File: src/rtl/prog_loader_pkg.sv
// Shared definitions for the program loader: FSM states, stream framing and checksum width.
package prog_loader_pkg;

  typedef enum logic [2:0] {
    ST_IDLE,
    ST_LEN,
    ST_DATA,
    ST_CHK,
    ST_DONE,
    ST_ERR
  } state_e;

  // A LEN byte of zero encodes a full 256-byte image.
  localparam int unsigned LEN_ZERO_MEANS_MAX = 256;
  localparam int unsigned CHK_W              = 8;

endpackage

File: src/rtl/prog_loader_wr_port.sv
// Registered memory write port; holds strobe/address/data for one cycle after a request.
module prog_loader_wr_port #(
  parameter int unsigned ADDR_W = 8,
  parameter int unsigned DATA_W = 8
) (
  input  logic              clock,
  input  logic              reset,
  input  logic              wr_en_i,
  input  logic [ADDR_W-1:0] wr_addr_i,
  input  logic [DATA_W-1:0] wr_data_i,
  output logic              mem_wren_o,
  output logic [ADDR_W-1:0] mem_addr_o,
  output logic [DATA_W-1:0] mem_data_o
);

  logic              mem_wren_q;
  logic [ADDR_W-1:0] mem_addr_q;
  logic [DATA_W-1:0] mem_data_q;

  always_ff @(posedge clock or posedge reset) begin
    if (reset) begin
      mem_wren_q <= 1'b0;
      mem_addr_q <= '0;
      mem_data_q <= '0;
    end else begin
      mem_wren_q <= wr_en_i;
      if (wr_en_i) begin
        mem_addr_q <= wr_addr_i;
        mem_data_q <= wr_data_i;
      end
    end
  end

  assign mem_wren_o = mem_wren_q;
  assign mem_addr_o = mem_addr_q;
  assign mem_data_o = mem_data_q;

endmodule

File: src/rtl/prog_loader.sv
// Loads a LEN/DATA/CHK framed byte stream into instruction memory and keeps the CPU
// held in reset until the image checksum verifies.
module prog_loader
  import prog_loader_pkg::*;
#(
  parameter int unsigned       ADDR_W    = 8,
  parameter int unsigned       DATA_W    = 8,
  parameter logic [ADDR_W-1:0] BASE_ADDR = 8'h00
) (
  input  logic              clock,
  input  logic              reset,
  input  logic              start,
  input  logic              run,
  input  logic              in_valid,
  input  logic [DATA_W-1:0] in_data,
  output logic              in_ready,
  output logic              mem_wren,
  output logic [ADDR_W-1:0] mem_addr,
  output logic [DATA_W-1:0] mem_data,
  output logic              cpu_hold,
  output logic              done,
  output logic              error,
  output logic [ADDR_W:0]   loaded_count
);

  state_e            state_q;
  logic              cpu_hold_q;
  logic              done_q;
  logic              error_q;
  logic [ADDR_W:0]   loaded_count_q;
  logic [DATA_W:0]   remaining_q;
  logic [CHK_W-1:0]  sum_q;

  logic              accept;
  logic [CHK_W-1:0]  sum_d;
  logic [DATA_W:0]   frame_len_d;
  logic              wr_en_d;
  logic [ADDR_W-1:0] wr_addr_d;

  assign in_ready    = (state_q == ST_LEN) || (state_q == ST_DATA) || (state_q == ST_CHK);
  assign accept      = in_valid && in_ready;
  assign sum_d       = sum_q + CHK_W'(in_data);
  assign frame_len_d = (in_data == '0) ? (DATA_W+1)'(LEN_ZERO_MEANS_MAX) : {1'b0, in_data};
  assign wr_en_d     = accept && (state_q == ST_DATA);
  assign wr_addr_d   = BASE_ADDR + loaded_count_q[ADDR_W-1:0];

  always_ff @(posedge clock or posedge reset) begin
    if (reset) begin
      state_q        <= ST_IDLE;
      cpu_hold_q     <= 1'b1;
      done_q         <= 1'b0;
      error_q        <= 1'b0;
      loaded_count_q <= '0;
      remaining_q    <= '0;
      sum_q          <= '0;
    end else begin
      case (state_q)
        ST_IDLE, ST_DONE, ST_ERR: begin
          // start takes priority; run only leaves IDLE
          if (start) begin
            state_q        <= ST_LEN;
            cpu_hold_q     <= 1'b1;
            done_q         <= 1'b0;
            error_q        <= 1'b0;
            loaded_count_q <= '0;
            sum_q          <= '0;
          end else if (run && state_q == ST_IDLE) begin
            state_q    <= ST_DONE;
            cpu_hold_q <= 1'b0;
            done_q     <= 1'b1;
          end
        end
        ST_LEN: begin
          if (accept) begin
            remaining_q <= frame_len_d;
            state_q     <= ST_DATA;
          end
        end
        ST_DATA: begin
          if (accept) begin
            sum_q          <= sum_d;
            loaded_count_q <= loaded_count_q + (ADDR_W+1)'(1);
            remaining_q    <= remaining_q - (DATA_W+1)'(1);
            if (remaining_q == (DATA_W+1)'(1)) state_q <= ST_CHK;
          end
        end
        ST_CHK: begin
          if (accept) begin
            if (sum_d == '0) begin
              state_q    <= ST_DONE;
              cpu_hold_q <= 1'b0;
              done_q     <= 1'b1;
            end else begin
              state_q <= ST_ERR;
              error_q <= 1'b1;
            end
          end
        end
        default: state_q <= ST_IDLE;
      endcase
    end
  end

  prog_loader_wr_port #(
    .ADDR_W (ADDR_W),
    .DATA_W (DATA_W)
  ) u_wr_port (
    .clock      (clock),
    .reset      (reset),
    .wr_en_i    (wr_en_d),
    .wr_addr_i  (wr_addr_d),
    .wr_data_i  (in_data),
    .mem_wren_o (mem_wren),
    .mem_addr_o (mem_addr),
    .mem_data_o (mem_data)
  );

  assign cpu_hold     = cpu_hold_q;
  assign done         = done_q;
  assign error        = error_q;
  assign loaded_count = loaded_count_q;

endmodule

File: config.mk
export PLATFORM = sky130hd
export DESIGN_NAME = prog_loader
export DESIGN_NICKNAME = d
export VERILOG_FILES = /design/src/rtl/prog_loader_pkg.sv /design/src/rtl/prog_loader_wr_port.sv /design/src/rtl/prog_loader.sv
export SDC_FILE = /design/constraint.sdc
export NUM_CORES = 1
export LEC_CHECK = 0
export BUFFER_PORTS_ARGS = -buffer_cell sky130_fd_sc_hd__buf_2
export CORE_MARGIN = 3
export CORE_UTILIZATION = 56
export DETAILED_ROUTE_END_ITERATION = 16
export PLACE_DENSITY = 0.79
export SLEW_MARGIN = 10
export SYNTH_ARGS = -nofsm -noshare
export SYNTH_HDL_FRONTEND = slang
export SYNTH_SLANG_ARGS = --single-unit
File: constraint.sdc
create_clock -name clock -period 3.1 [get_ports clock]
set_clock_uncertainty 0.2 [all_clocks]
set_input_delay 0.31 -clock clock [delete_from_list [all_inputs] [get_ports clock]]
set_output_delay 0.31 -clock clock [all_outputs]
set_load 0.005 [all_outputs]
==> results.cfg, run 1 <==
[logic_synthesis]
yosysSeqAreaShare = 0.476
syn_inst = 295
yosys_register_bits = 49
synth-async-reset-ratio = 1.00
synth_cell_types = 43
netlist_area_sq_um = 2580
ys_warn_count = 0
avgSynthCellArea_sq_um = 8.74
synth_flop_cell = dfrtp_1
synth_edf_count = 0
synth_nets = 319

[timing]
period_share = 0.801
setup_viol = 0
slew_violations = 0
relSlewSlack = 0.324
final_hold_viol_count = 0
fmax_mhz = 403
rsz0062_at_grt = no
tightest_slew_ps = 1010
period_minus_slack_ps = 2480
tns_ps = 0

[floorplan]
ioPinCount = 43
initial_core_util = 0.584
die_w_um = 73.8
dieArea_sq_um = 5450
die_h_um = 73.8
rows = 24
design.core.area_sq_um = 4410

[setup_path]
cpMaxStageDelayCell = fa_1
critPathArrivalTime_ps = 2480
path_max_fanout = 4
end_kind = register
cp.required_ps = 3100
cp-start-kind = register
crit_type = register to register
slowest_delay_ps = 410
path_cells = ha_1, fa_1, a211oi_1, nor2_1, xor2_1, nor4_1, and3_4, a221o_1

[drt]
antenna_left = 0
drtIter0Drc = 182
dr.pass1.iters = 4
totalWireLength_um = 5550
num_vias = 2192
post_drt_via_cell_ratio = 5.68
wl_per_cell_um = 14.4
drc_errors = 0

[clock_tree]
hold_buffers = 0
post_cts_buffers = 0
cts_tree = yes
root_buffer = clkbuf_8
clk_pin_slew_worst_paths_ps = 100
cts-buffers-inserted = 5
cts_buffer_depth = 2
insertion_delay_ps = 310
h-tree-depth = 2
ctsResizeCount = 0
clock-sinks = 49

[global_routing]
grt_overflow = 0
grt_pass1_wl_um = 9160
grt_max_degree = 50
antenna_found_initial = 0
grt_use_total = 0.217
grt_pass1_vias = 1938

[placement]
place_hpwl_um = 3910
dpl_cell_area_sq_um = 2810
finalWeightedCongestion = 0.902
numPortBuffers = 42

[layout]
final_common_cell = nand2_1
antenna-diode-count = 0
areaGrowthSynthToFinish_pct = 12.3
final_design_area_no_fill_sq_um = 2900
layout_common_cells = 71 x nand2_1, 48 x dfrtp_1, 42 x buf_2
fin_nets = 357
drive_gt1_frac = 0.180

[power]
vdd.ir_drop.worst_mv = 0.521
p_per_area_nw_per_um2 = 839
total_leakage_power_nw = 1.49

[outcome]
status = complete, no violations

[job]
drv_cap = 0

[min_path]
hp-class = input port to async pin
[area by class of cell]
type / instances / area [sq um]
Sequential cell: 49 / 1230
Tap cell: 52 / 65.1
Multi-Input combinational cell: 227 / 1270
Fill cell: 373 / 1520
Timing Repair Buffer: 43 / 218
Inverter: 7 / 27.5
Clock inverter: 3 / 21.3
Clock buffer: 5 / 68.8
[synth_stat cells, drive strengths merged (3+ instances only)]
| master | number | area share |
|---|---|---|
| nand2 | 73 | 0.11 |
| nor3 | 4 | 0.0078 |
| nor2 | 31 | 0.045 |
| nand4 | 4 | 0.0097 |
| nand3 | 13 | 0.025 |
| a211oi | 3 | 0.011 |
| nor2b | 3 | 0.0073 |
| xor2 | 11 | 0.037 |
| buf | 4 | 0.0097 |
| o31ai | 3 | 0.011 |
| xnor2 | 3 | 0.010 |
| dfrtp | 48 | 0.47 |
| clkbuf | 8 | 0.012 |
| inv | 6 | 0.0087 |
| o21ai | 23 | 0.045 |
| a21oi | 18 | 0.035 |
| nor4 | 5 | 0.012 |
| ha | 10 | 0.049 |
[per-layer routing]
metal,GRT usage,share of wire,up-vias
li1,-,-,1078
met2,0.327,0.45,61
met4,0.0664,0.015,0
met1,0.315,0.47,1044
met5,0,0,-
met3,0.0438,0.058,9
[final timing paths]
| kind | start | endpoint | slack (ps) | depth (start not counted) |
|---|---|---|---|---|
| worst min-delay path | reset | u_wr_port.mem_wren_o | 40 | 2 |
| worst min register to register | u_wr_port.mem_addr_o[5] | u_wr_port.mem_addr_o[5] | 270 | 2 |
| worst max register to register | sum_q[0] | done | 620 | 8 |
| worst max-delay path | sum_q[0] | done | 620 | 8 |
| min in group clock | in_data[6] | u_wr_port.mem_data_o[6] | 60 | 3 |
| max in group asynchronous | reset | u_wr_port.mem_data_o[1] | 2040 | 2 |
[report_power, final]
group	leakage [nW]	total, mW	internal [mW]	switching, mW
registers	0.644	1.06	0.848	0.210
logic	0.800	0.985	0.412	0.573
clock network	0.0445	0.386	0.160	0.226
[worst max-delay path, delay by kind of cell, from the launching register on]
family	cells	cell delay [ps]
adder cells (fa/ha/maj)	2	630
AO/OA/AOI/OAI	2	560
flip-flops	1	390
AND/OR/NAND/NOR	3	370
XOR/XNOR	1	230
[sequential cells by signal (all words and copies together), names as in the netlist]
register	flops
cpu_hold	1
sum_q	8
done	1
u_wr_port.mem_wren_o	1
state_q	3
remaining_q	9
loaded_count	9
u_wr_port.mem_addr_o	8
error	1
u_wr_port.mem_data_o	8
[logic make-up after synthesis]
logic type / Yosys count / share of synthesized area
DFF: 49 / 0.476
xor gates and xnor gates: 14 / 0.0476
adders and majority gates: 11 / 0.0563
buffers and inverters: 19 / 0.0320
AOI/OAI and AO/OA: 59 / 0.138
and+or+nand+nor: 143 / 0.250
[per-stage QoR]
step | hold slack (ps) | cells | setup slack, ps | util | total power [mW]
after floorplan | 215 | 295 | 751 | - | 1.78
after global placement | 252 | 378 | 571 | 0.635 | 2.01
after detailed placement | 257 | 378 | 539 | 0.635 | 2.05
after CTS | 47.9 | 386 | 624 | 0.656 | 2.44
final | 35.1 | 386 | 618 | 0.656 | 2.43
after global routing | 62.6 | 386 | 513 | 0.656 | 2.64
Power figures use the tool's default switching activity.
==> run 2, diff against run 1 <==
Settings changed: CORE_UTILIZATION 56 to 50, PLACE_DENSITY 0.79 to 0.75.
Clock period 3.1 ns to 2.2 ns, I/O delays scaled along.
==> results.cfg, run 2 (synthesis results as in run 1) <==
[setup_path]
end_kind = register
path_max_fanout = 4
cpMaxStageDelayCell = dfrtp_1
timing.rr.start = sum_q[0]
critPathArrivalTime_ps = 2310
crit_type = register to register
path_cells = ha_4, fa_2, a211oi_2, o21bai_1, a21oi_1, xor2_1, and3_4, a221o_1
crit_family = compound AO/OA/AOI/OAI gates
crit_start = sum_q[0]
cp.required_ps = 2200
cp-start-kind = register
path_buf_inv = 0
slowest_delay_ps = 420

[layout]
areaGrowthSynthToFinish_pct = 22.2
final_design_area_no_fill_sq_um = 3150
final_common_cell = nand2_1
fin_util = 0.650
nFillCells = 397
drive_gt1_frac = 0.228
fin_nets = 379
layout_common_cells = 71 x nand2_1, 48 x dfrtp_1, 42 x buf_2
antenna-diode-count = 0
finalNonFillerCells = 423

[job]
drv_cap = 0

[min_path]
hold_start = in_data[7]
hp-class = input port to register

[placement]
placed_cells = 411
finalWeightedCongestion = 0.826
numPortBuffers = 42
dpl_cell_area_sq_um = 2980
place_hpwl_um = 4720

[clock_tree]
root_buffer = clkbuf_8
cts_buffer_depth = 2
h-tree-depth = 2
clock-sinks = 49
cts-buffers-inserted = 5
post_cts_buffers = 0
cts_tree = yes
clk_pin_slew_worst_paths_ps = 90
insertion_delay_ps = 310

[drt]
drtIter0Drc = 103
dr.pass1.iters = 4
num_vias = 2314
wl_per_cell_um = 15.3
antenna_left = 0
totalWireLength_um = 6460
drc_errors = 0
post_drt_via_cell_ratio = 5.47

[timing]
period_minus_slack_ps = 2310
period_share = 1.05
relSlewSlack = 0.607
tightest_slew_ps = 589
setup_viol = 4
tns_ps = -251
slew_violations = 0
final_hold_viol_count = 0
rsz0062_at_grt = yes
fmax_mhz = 433
worst_slack_ps = -112

[global_routing]
grt_pass1_wl_um = 11100
antenna_found_initial = 0
grt_overflow = 0
grt_pass1_vias = 2329
grt_max_degree = 32
grt_use_total = 0.231

[floorplan]
rows = 25
ioPinCount = 43
design.core.area_sq_um = 4850
initial_core_util = 0.532
die_w_um = 77.8
die_h_um = 77.8
dieArea_sq_um = 6050

[power]
finalPower_mw = 3.76
vdd.ir_drop.worst_mv = 0.711
p_per_area_nw_per_um2 = 1190
total_leakage_power_nw = 1.61

[outcome]
failed_checks = setup timing
status = finished, violations left
-- run 2: repair_timing --
item / CTS / global route
endpoints found under the setup margin: 4 / 4
pin swaps: 3 / 0
resized for setup: 1 / 1
hold endpoints to repair: 29 / 0
hold buffers: 4 / 0
-- run 2: layout make-up --
class                      instances  area (sq um)  share of cell area
tap                               67          83.8              0.0266
inverter                           7          27.5             0.00874
timing repair buffer              65           405               0.129
clock inverter                     2          38.8              0.0123
sequential                        49          1230               0.390
multi-input combinational        227          1290               0.411
clock buffer                       6          72.6              0.0230
-- run 2: metal layers --
metal / global-route usage / vias up / part of all wire
li1: - / 1128 / -
met1: 0.303 / 1122 / 0.45
met4: 0.0676 / 0 / 0.011
met3: 0.0429 / 6 / 0.045
met5: 0 / - / 0
met2: 0.387 / 58 / 0.49
-- run 2: metrics by stage --
| stage | hold slack, ps | worst slack (ps) |
|---|---|---|
| after floorplan | 125 | -33.5 |
| after global placement | 113 | -78.7 |
| after detailed placement | 119 | -130 |
| after CTS | 2.96 | -115 |
| after global routing | 32.2 | -206 |
| final | 9.81 | -112 |
-- run 2: power breakdown --
group	switching, mW	total [mW]	internal, mW
Clock	0.310	0.652	0.342
Combinational	0.939	1.66	0.725
Sequential	0.249	1.45	1.20
-- run 2: worst paths after layout --
path	slack, ps	cells after the start	endpoint
setup / recovery	-110	8	done
hold / removal	10	3	u_wr_port.mem_data_o[7]
setup reg to reg	-110	8	done
hold reg to reg	270	2	u_wr_port.mem_data_o[3]
max in group asynchronous	870	4	cpu_hold
min in group asynchronous	320	3	u_wr_port.mem_addr_o[4]
-- run 2: worst register-to-register path, stage by stage (launching register included) --
cell and delay (ps):
dfrtp_1 420, ha_4 180, fa_2 350, a211oi_2 210
o21bai_1 110, a21oi_1 180, xor2_1 100, and3_4 170
a221o_1 280
==> run 3, diff against run 2 <==
Settings changed: BUFFER_PORTS_ARGS -buffer_cell sky130_fd_sc_hd__buf_2 to -buffer_cell sky130_fd_sc_hd__buf_4, PLACE_DENSITY 0.75 to 0.78.
==> results.cfg, run 3 (synthesis results as in run 1) <==
[setup_path]
end_kind = register
crit_type = register to register
cp.required_ps = 2210
cp-start-kind = register
path_max_fanout = 4
critPathArrivalTime_ps = 2310

[global_routing]
grt_pass1_vias = 2254
grt_pass1_wl_um = 10100
grt_use_total = 0.208
grt_max_degree = 50
grt_overflow = 0
antenna_found_initial = 0

[floorplan]
die_h_um = 77.8
design.core.area_sq_um = 4850
dieArea_sq_um = 6050
ioPinCount = 43
initial_core_util = 0.532
die_w_um = 77.8
rows = 25

[layout]
final_design_area_no_fill_sq_um = 3290
areaGrowthSynthToFinish_pct = 27.7
drive_gt1_frac = 0.236
final_common_cell = nand2_1
antenna-diode-count = 0
finalNonFillerCells = 427
fin_util = 0.679
fin_nets = 383
nFillCells = 392
layout_common_cells = 71 x nand2_1, 62 x buf_4, 48 x dfrtp_1

[clock_tree]
insertion_delay_ps = 310
cts_tree = yes
root_buffer = clkbuf_8
h-tree-depth = 2
clock-sinks = 49
cts_buffer_depth = 2
cts-buffers-inserted = 5
clk_pin_slew_worst_paths_ps = 90

[drt]
routed-wl-met2_um = 2920
met3_length_um = 279
drc_errors = 0
dr.pass1.iters = 4
routed.top_layer = met4
wl_per_cell_um = 14.2
post_drt_via_cell_ratio = 5.40
num_vias = 2305
drtIter0Drc = 122
m1WireLength_um = 2790
antenna_left = 0
totalWireLength_um = 6080

[timing]
worst_slack_ps = -102
tightest_slew_ps = 582
slew_violations = 0
rsz0062_at_grt = yes
fmax_mhz = 434
period_share = 1.05
setup_viol = 4
period_minus_slack_ps = 2300
final_hold_viol_count = 0
hold_ws_ps = 33.2
relSlewSlack = 0.609

[placement]
pre_cts_slack_ps = -153
numPortBuffers = 42
place_hpwl_um = 4190
finalWeightedCongestion = 0.854
placed_cells = 410
dpl_cell_area_sq_um = 3080

[power]
p_per_area_nw_per_um2 = 1170
vdd.ir_drop.worst_mv = 0.619
total_leakage_power_nw = 1.64

[job]
drv_cap = 0

[outcome]
status = finished, violations left
failed_checks = setup timing

[min_path]
hp-class = input port to register
==> run 3: cell types whose count changed in the layout (fill, tap and decap cells not counted), moves of 2 or more <==
| cell | previous run | this run |
|---|---|---|
| buf_2 | 42 | 0 |
| a21oi_2 | 0 | 2 |
| dlygate4sd3_1 | 4 | 6 |
| buf_4 | 18 | 62 |
| a21oi_1 | 18 | 16 |
==> run 3: report_power, final <==
group	internal [mW]	leakage (nW)	switching, mW
clock	0.371	0.0585	0.303
sequential	1.20	0.644	0.240
combinational	0.809	0.942	0.944
total	2.38	1.64	1.49
==> run 3: through the flow <==
step                TNS, ps  power (mW)
global route           -637        4.16
finish                 -243        3.86
floorplan             -33.5        2.52
CTS                    -344        3.81
global placement       -111        3.05
detailed placement     -366        3.11
==> run 3: area by class of cell <==
class	instances	area [sq um]	area share
clock buffers	7	86.3	0.0262
clock inverters	1	30.0	0.00912
inverters	7	27.5	0.00836
multi-input cells	227	1290	0.392
flip-flops and latches	49	1230	0.373
well taps	67	83.8	0.0255
repair buffers	69	546	0.166
==> run 3: path summary, 6_finish.rpt <==
check / from / to / slack, ps / cells after the start
worst max register to register: sum_q[0] / done / -100 / 8
max in group asynchronous: reset / cpu_hold / 1230 / 4
worst min register to register: u_wr_port.mem_addr_o[3] / u_wr_port.mem_addr_o[3] / 280 / 2
min in group asynchronous: reset / u_wr_port.mem_wren_o / 300 / 4
worst min-delay path: in_data[4] / u_wr_port.mem_data_o[4] / 30 / 4
worst max-delay path: sum_q[0] / done / -100 / 8
==> run 3: critical path, stage by stage, from the launching register on <==
cell,delay (ps)
dfrtp_1,400
ha_2,190
fa_2,350
a211oi_2,220
o21bai_1,110
a21oi_2,160
xor2_1,100
and3_4,190
a221o_1,280
==> run 3: metal layers <==
layer,vias to the layer above,global-route usage
li1,1129,-
met1,1122,0.261
met2,44,0.337
met3,10,0.0603
met4,0,0.0819
met5,-,0
==> run 3: timing repair <==
action,CTS,global route
buffers inserted,1,2
gates resized for setup,1,2
hold buffers,6,0
cloned,0,0
pin swaps,5,1
endpoints found under the hold margin,53,0
setup endpoints to repair,4,4
